==> config.mk <==
export PLATFORM = sky130hd
export DESIGN_NAME = vga_sync_gen
export DESIGN_NICKNAME = d
export VERILOG_FILES = /design/src/rtl/vga_sync_gen.sv
export SDC_FILE = /design/constraint.sdc
export NUM_CORES = 1
export LEC_CHECK = 0
export ABC_AREA = 1
export CORE_ASPECT_RATIO = 0.6
export CORE_UTILIZATION = 48
export DETAILED_ROUTE_END_ITERATION = 8
export PLACE_DENSITY = 0.76
export SLEW_MARGIN = 20
export SYNTH_ARGS = -nofsm -noshare
export SYNTH_HDL_FRONTEND = slang
export SYNTH_SLANG_ARGS = --single-unit
==> constraint.sdc <==
create_clock -name clock -period 1.8 [get_ports clock]
set_clock_uncertainty 0.15 [all_clocks]
set_input_delay 0.18 -clock clock [delete_from_list [all_inputs] [get_ports clock]]
set_output_delay 0.18 -clock clock [all_outputs]
set_load 0.01 [all_outputs]
==> src/rtl/vga_sync_gen.sv <==
// ---------------------------------------------------------------------------
// vga_sync_gen
//
// VGA timing generator (640x480@60 by default). Divides the system clock into
// a pixel-rate enable, runs horizontal/vertical position counters, and drives
// registered sync, display-enable and coordinate outputs for the colour stage.
//
// Ports:
//   clock        in   1   system clock, all logic on posedge
//   res          in   1   asynchronous active-low reset
//   hsync        out  1   horizontal sync (asserted level = SYNC_POL)
//   vsync        out  1   vertical sync (asserted level = SYNC_POL)
//   de           out  1   display enable, high inside the visible area
//   x            out  10  current horizontal position
//   y            out  10  current vertical position
//   frame_start  out  1   (VGA_FRAME_PULSE_EN only) one-clock pulse when the
//                         counters wrap to (0,0)
//   pixel_tick   out  1   one-clock pulse aligned with each new x/y
//
// Optional feature macro: VGA_FRAME_PULSE_EN adds the frame_start output.
//
// H_ACTIVE+H_FP+H_SYNC+H_BP and the vertical equivalent must not exceed 1024,
// since the position counters are 10 bits wide.
// ---------------------------------------------------------------------------
module vga_sync_gen #(
    parameter int CLK_DIV  = 4,
    parameter int H_ACTIVE = 640,
    parameter int H_FP     = 16,
    parameter int H_SYNC   = 96,
    parameter int H_BP     = 48,
    parameter int V_ACTIVE = 480,
    parameter int V_FP     = 10,
    parameter int V_SYNC   = 2,
    parameter int V_BP     = 33,
    parameter bit SYNC_POL = 1'b0
) (
    input  logic       clock,
    input  logic       res,
    output logic       hsync,
    output logic       vsync,
    output logic       de,
    output logic [9:0] x,
    output logic [9:0] y,
`ifdef VGA_FRAME_PULSE_EN
    output logic       frame_start,
`endif
    output logic       pixel_tick
);

    localparam int H_TOTAL = H_ACTIVE + H_FP + H_SYNC + H_BP;
    localparam int V_TOTAL = V_ACTIVE + V_FP + V_SYNC + V_BP;

    // A one-clock divider still needs a 1-bit register to stay legal.
    localparam int DIV_W = (CLK_DIV > 1) ? $clog2(CLK_DIV) : 1;
    localparam logic [DIV_W-1:0] DIV_LAST = DIV_W'(CLK_DIV - 1);

    localparam logic [9:0] H_LAST = 10'(H_TOTAL - 1);
    localparam logic [9:0] V_LAST = 10'(V_TOTAL - 1);

    // Decode boundaries are 11 bits so a sync window ending exactly at 1024
    // still compares correctly against the zero-extended 10-bit counters.
    localparam logic [10:0] H_DE_END   = 11'(H_ACTIVE);
    localparam logic [10:0] H_SY_START = 11'(H_ACTIVE + H_FP);
    localparam logic [10:0] H_SY_END   = 11'(H_ACTIVE + H_FP + H_SYNC);
    localparam logic [10:0] V_DE_END   = 11'(V_ACTIVE);
    localparam logic [10:0] V_SY_START = 11'(V_ACTIVE + V_FP);
    localparam logic [10:0] V_SY_END   = 11'(V_ACTIVE + V_FP + V_SYNC);

    logic [DIV_W-1:0] r_div;
    logic [9:0]       r_hpos;
    logic [9:0]       r_vpos;

    logic [DIV_W-1:0] w_div_nxt;
    logic             w_tick;
    logic             w_h_wrap;
    logic             w_v_wrap;
    logic [9:0]       w_hpos_nxt;
    logic [9:0]       w_vpos_nxt;
    logic [10:0]      w_hpos_ext;
    logic [10:0]      w_vpos_ext;
    logic             w_de_nxt;
    logic             w_hs_on;
    logic             w_vs_on;

    // Pixel-rate divider and counter next-state.
    always_comb begin
        w_tick     = (r_div == DIV_LAST);
        w_div_nxt  = w_tick ? '0 : r_div + 1'b1;
        w_h_wrap   = w_tick && (r_hpos == H_LAST);
        w_v_wrap   = w_h_wrap && (r_vpos == V_LAST);

        w_hpos_nxt = r_hpos;
        if (w_tick) begin
            w_hpos_nxt = w_h_wrap ? 10'd0 : r_hpos + 10'd1;
        end

        w_vpos_nxt = r_vpos;
        if (w_h_wrap) begin
            w_vpos_nxt = w_v_wrap ? 10'd0 : r_vpos + 10'd1;
        end
    end

    // Outputs are decoded from the next counter values so that, once
    // registered, they always describe the position shown on x/y.
    always_comb begin
        w_hpos_ext = {1'b0, w_hpos_nxt};
        w_vpos_ext = {1'b0, w_vpos_nxt};
        w_de_nxt   = (w_hpos_ext < H_DE_END) && (w_vpos_ext < V_DE_END);
        w_hs_on    = (w_hpos_ext >= H_SY_START) && (w_hpos_ext < H_SY_END);
        w_vs_on    = (w_vpos_ext >= V_SY_START) && (w_vpos_ext < V_SY_END);
    end

    always_ff @(posedge clock or negedge res) begin
        if (!res) begin
            r_div  <= '0;
            r_hpos <= 10'd0;
            r_vpos <= 10'd0;
        end else begin
            r_div  <= w_div_nxt;
            r_hpos <= w_hpos_nxt;
            r_vpos <= w_vpos_nxt;
        end
    end

    always_ff @(posedge clock or negedge res) begin
        if (!res) begin
            x          <= 10'd0;
            y          <= 10'd0;
            de         <= 1'b0;
            hsync      <= ~SYNC_POL;
            vsync      <= ~SYNC_POL;
            pixel_tick <= 1'b0;
        end else begin
            x          <= w_hpos_nxt;
            y          <= w_vpos_nxt;
            de         <= w_de_nxt;
            hsync      <= w_hs_on ? SYNC_POL : ~SYNC_POL;
            vsync      <= w_vs_on ? SYNC_POL : ~SYNC_POL;
            pixel_tick <= w_tick;
        end
    end

`ifdef VGA_FRAME_PULSE_EN
    // Only a real wrap raises the pulse; reset already sits at (0,0) without
    // wrapping, so release never produces one.
    always_ff @(posedge clock or negedge res) begin
        if (!res) begin
            frame_start <= 1'b0;
        end else begin
            frame_start <= w_v_wrap;
        end
    end
`endif

endmodule

* Yosys cells after proc, flatten, opt, wreduce, memory -nomap -nowiden
Cells that the tools add are included.
Operators by class: add/sub/neg operators 3, $lt $le $gt $ge 6, eq/ne operators 3, multiplexer cells 7, reduce and logical (&&, ||, !) cells 5
Operators by type and width (count):
- 10-bit 2-to-1 mux | 4
- 10-bit by 1-bit adder with 10-bit output, second input constant | 2
- 10-bit equality test, second input constant | 2
- 10-bit less-than comparator, second input constant | 2
- 10-bit by 9-bit less-than comparator with 1-bit output, second input constant | 2
- 10-bit greater-or-equal comparator, second input constant | 1
- 10-bit by 9-bit greater-or-equal comparator with 1-bit output, second input constant | 1
- 1-bit logical AND | 5
- 2-bit by 1-bit adder with 2-bit output, second input constant | 1
- 2-bit equality test, second input constant | 1
- 1-bit 2-to-1 mux | 2
- 2-bit 2-to-1 mux | 1
Word-level totals: register bits 26, input bits 2, output and inout bits 24, logic and storage cells 31

* Logic depth before layout (Yosys ltp)
Gate-level depths: netlist of the first run.
depth in word-level cells 8, mapped depth 12, mapped depth without buffers 12

* Worst setup path after synthesis of the first run
No wires, ideal clock.
kind reg-to-reg, from reg, netlist name x[0], to reg de, setup time 0.117 ns, arrival time 1.518 ns, data required time 1.533 ns, setup slack 0.015 ns, cell stages (with the launch flop) 13, path buffers 0, clock period less this slack 1.785 ns, cells stage by stage dfrtp_1 > ha_1 > inv_1 > nor2_4 > nand2_4 > nor2_8 > nand2_4 > nand2_2 > nand2_2 > nor2_2 > nand2_1 > nand2_1 > nor2_1
RTL lines:
- end signal, assigned | line 136 | de <= w_de_nxt;
- end, declared | line 41 | output logic de,

==> flow_metrics.tcl, run 1 <==
set metrics [dict create \
    status "finished with violations" \
    violations "negative setup slack" \
    detailed_place_hpwl_mm 3.20 \
    final_core_utilization_pct 76.1 \
    global_placement_routability_congestion 0.931 \
    worst_reg_to_reg_cells 12 \
    h-tree-depth 1 \
    vias_after_detailed_routing 1659 \
    total_power_uw 985 \
    post_placement_cell_count 319 \
    crit_path_end_kind "register" \
    synth.ff_latch_count 26 \
    worst_slew_margin_rel_pct 75.7 \
    max_freq_mhz 546 \
    final_hold_viol_count 0 \
    synth_top_family_by_area "simple AND/OR/NAND/NOR gates" \
    ctsLongestPathBuffers 2 \
    n_antenna_cell 0 \
    drt_pre_antenna_iters 4 \
    cts_root_buffer "clkbuf_8" \
    antenna_violating_nets_post_route 0 \
    comb_power_share_pct 1.5 \
    coreArea_sq_um 3020 \
    synth.yosys.warnings 0 \
    syn-num-nets 232 \
    postLayoutSetupSlackWorst_ns -0.0302 \
    switching_share_pct 20.5 \
    synth_compound_area_share_pct 5.76 \
    detailedRoute.firstIterationViolations 186 \
    worstMarginPinSlew_ns 0.362 \
    post_synth_num_cell_types 25 \
    worst_hold_slack_ns 0.118 \
    crit_required_ns 1.82 \
    initial_utilization_pct 53.2 \
    p_sw_uw 202 \
    synthesis.area_sq_um 1610 \
    dieArea_sq_um 3590 \
    grt_pass1_wl_mm 6.85 \
    gr-usage-all-layers_pct 25.7 \
    port_buffers 25 \
    setup_viol_count_final 2 \
    viasPerCell 5.03 \
    worst_setup_hold_path_clk_slew_ns 0.09 \
    seqPwrFrac_pct 59.3 \
    ys_seq_area_share_pct 40.7 \
    final.period_utilization_pct 102 \
    syn-instance-count 226 \
    routed_wirelength_mm 4.36 \
    synth_mux_area_share_pct 0 \
    startpoint_type "register" \
    p_int_uw 783 \
    pin_count 26 \
    die_height_microns 46.8 \
    syn_avg_cell_area_sq_um 7.11 \
    tritoncts "yes" \
    pwr-share-clk_pct 39.2 \
    clkSinkCount 26 \
    synth_adder_area_share_pct 3.12 \
    holdCritPathClass "in2async" \
    final_cell_count_no_fill 330 \
    grt_antenna_before_repair 0 \
    num_rows 15 \
    setup_tns_ns -0.0370 \
    power-per-cell-area_nw_per_um2 428 \
    setup.reg_to_reg.worst_slack_ns -0.03 \
    timing.critical_path.arrival_ns 1.85 \
    drv_slew 0 \
    cp_startpoint "x[1]" \
    synthXorXnorAreaFrac_pct 0.545 \
    die_width_microns 76.7 \
    synth_simple_gate_area_share_pct 39.6 \
    criticalPathCategory "reg2reg" \
    total_leakage_power_uw 0.00117 \
    r2r_end "de" \
    worstReg2RegStart "x[1]" \
    finalWorstPathRequiredPeriod_ns 1.83 \
    critical_path.max_fanout 8 \
    clkLatencyLatePin_ns 0.27 \
    drive_gt1_share_pct 26.7 \
    cp-endpoint "de" \
    drt-wirelength-per-cell_microns 13.2 \
    rsz0062_at_grt "yes" \
    power.ir.vdd_worst_v 0.000461 \
    grt_overflow 0 \
    fin_nets 295 \
    cts_made_buffers 3 \
    drt_drc_violations_left 0 \
    grt_max_degree 27 \
    max_cap_viol 0 \
    synthToLayoutAreaGrowth_pct 43.1 \
    first_global_vias 1383 \
]
==> cell families (layout without fill, tap and decap cells) <==
logic type / count (synthesis) / in the layout
AND/OR/NAND/NOR: 135 / 135
buffers and inverters: 43 / 105
flip-flops: 26 / 26
AO/OA/AOI/OAI: 17 / 17
adder cells (fa/ha/maj): 4 / 4
XOR/XNOR: 1 / 1
==> state kept, by name, indices dropped and copies added, names as in the netlist <==
| signal | flops |
|---|---|
| de | 1 |
| r_div | 2 |
| x | 10 |
| vsync | 1 |
| y | 10 |
| pixel_tick | 1 |
| hsync | 1 |
==> synthesized netlist by cell type (all sizes together) <==
library cell	count	area [sq um]
dfstp	2	52.6
xor2	1	8.76
ha	4	50.1
inv	41	154
nand4	7	43.8
nor3	4	20.0
o21bai	3	22.5
nor2	33	168
dfrtp	24	601
nand2	66	270
a21oi	2	10.0
o21ai	12	60.1
nand3b	1	7.51
and2	1	6.26
buf	2	12.5
nand3	23	120
==> per-stage QoR <==
step                area, sq um  setup slack [ns]
finish                     2300           -0.0302
global route               2300            -0.134
global placement           2110           -0.0468
CTS                        2220           0.00833
detailed placement         2110            -0.105
floorplan                  1610            0.0155
==> power by group through the flow <==
stage          clock network, uW  logic (uW)  registers, uW
2_1_floorplan                  0    0.000533            595
3_3_place_gp                   0        15.7            595
3_5_place_dp                   0        15.9            595
4_1_cts                      393        15.8            584
5_1_grt                      409        17.8            584
6_report                     386        15.1            584
==> cell type report <==
cell class / instances / area, sq um
Tap cell: 42 / 52.6
Sequential cell: 26 / 656
Clock buffer: 4 / 55.1
Inverter: 41 / 156
Fill cell: 228 / 723
Timing Repair Buffer: 60 / 519
Multi-Input combinational cell: 157 / 860
==> per-layer routing <==
metal	track usage, %	vias to the layer above	part of all wire (%)
met5	0	-	0
met4	3.46	0	0.18
met3	5.63	2	8.8
met2	35.9	62	38
met1	40.9	766	53
li1	-	829	-
==> worst max-delay path: stages (launching register included) <==
cell and delay [ns]:
dfrtp_1 0.41, ha_4 0.17, inv_4 0.05, nor2_4 0.17
nand2_4 0.09, nor2_8 0.18, nand2_4 0.07, nand2_2 0.07
nand2_2 0.06, nor2_2 0.08, nand2_2 0.08, nand2_2 0.10
nor2_2 0.04
==> worst min path at each step <==
| stage | startpoint | endpoint | slack [ns] | cells after the start |
|---|---|---|---|---|
| 2_1_floorplan | res | de | -0.27 | 0 |
| 3_3_place_gp | r_div[0] | r_div[0] | 0.26 | 1 |
| 3_5_place_dp | r_div[0] | r_div[0] | 0.27 | 1 |
| 4_1_cts | res | x[3] | 0.12 | 2 |
| 5_1_grt | res | x[2] | 0.16 | 2 |
| 6_report | res | x[3] | 0.12 | 2 |
==> cells in the final DEF, fill, tap and decap left out, drive strengths merged <==
cell type	instances
o21bai	3
nor2	33
buf	35
a21oi	2
inv	41
nor3	4
nand3b	1
dfstp	2
and2	1
dlymetal6s2s	1
clkbuf	4
nand2	66
nand3	23
clkdlybuf4s50	24
nand4	7
ha	4
o21ai	12
xor2	1
dfrtp	24
==> what timing repair did <==
action | 4_1_cts | 5_1_grt
gates resized for setup | 11 | 18
hold endpoints to repair | 0 | 0
pin swaps | 4 | 10
setup endpoints to repair | 2 | 7
hold buffers | 0 | 0
buffers inserted | 4 | 3
No activity file was read; power rests on OpenSTA's default activity.
==> inputs of run 2 (changes only) <==
--- a/config.mk
+++ b/config.mk
@@ -8,6 +8,7 @@
 export ABC_AREA = 1
 export CORE_ASPECT_RATIO = 0.6
 export CORE_UTILIZATION = 48
+export CTS_CLUSTER_SIZE = 8
 export DETAILED_ROUTE_END_ITERATION = 8
 export PLACE_DENSITY = 0.76
 export SLEW_MARGIN = 20
==> results of run 2 <==
Final layout, timing and power as in run 1 (identical DEF).
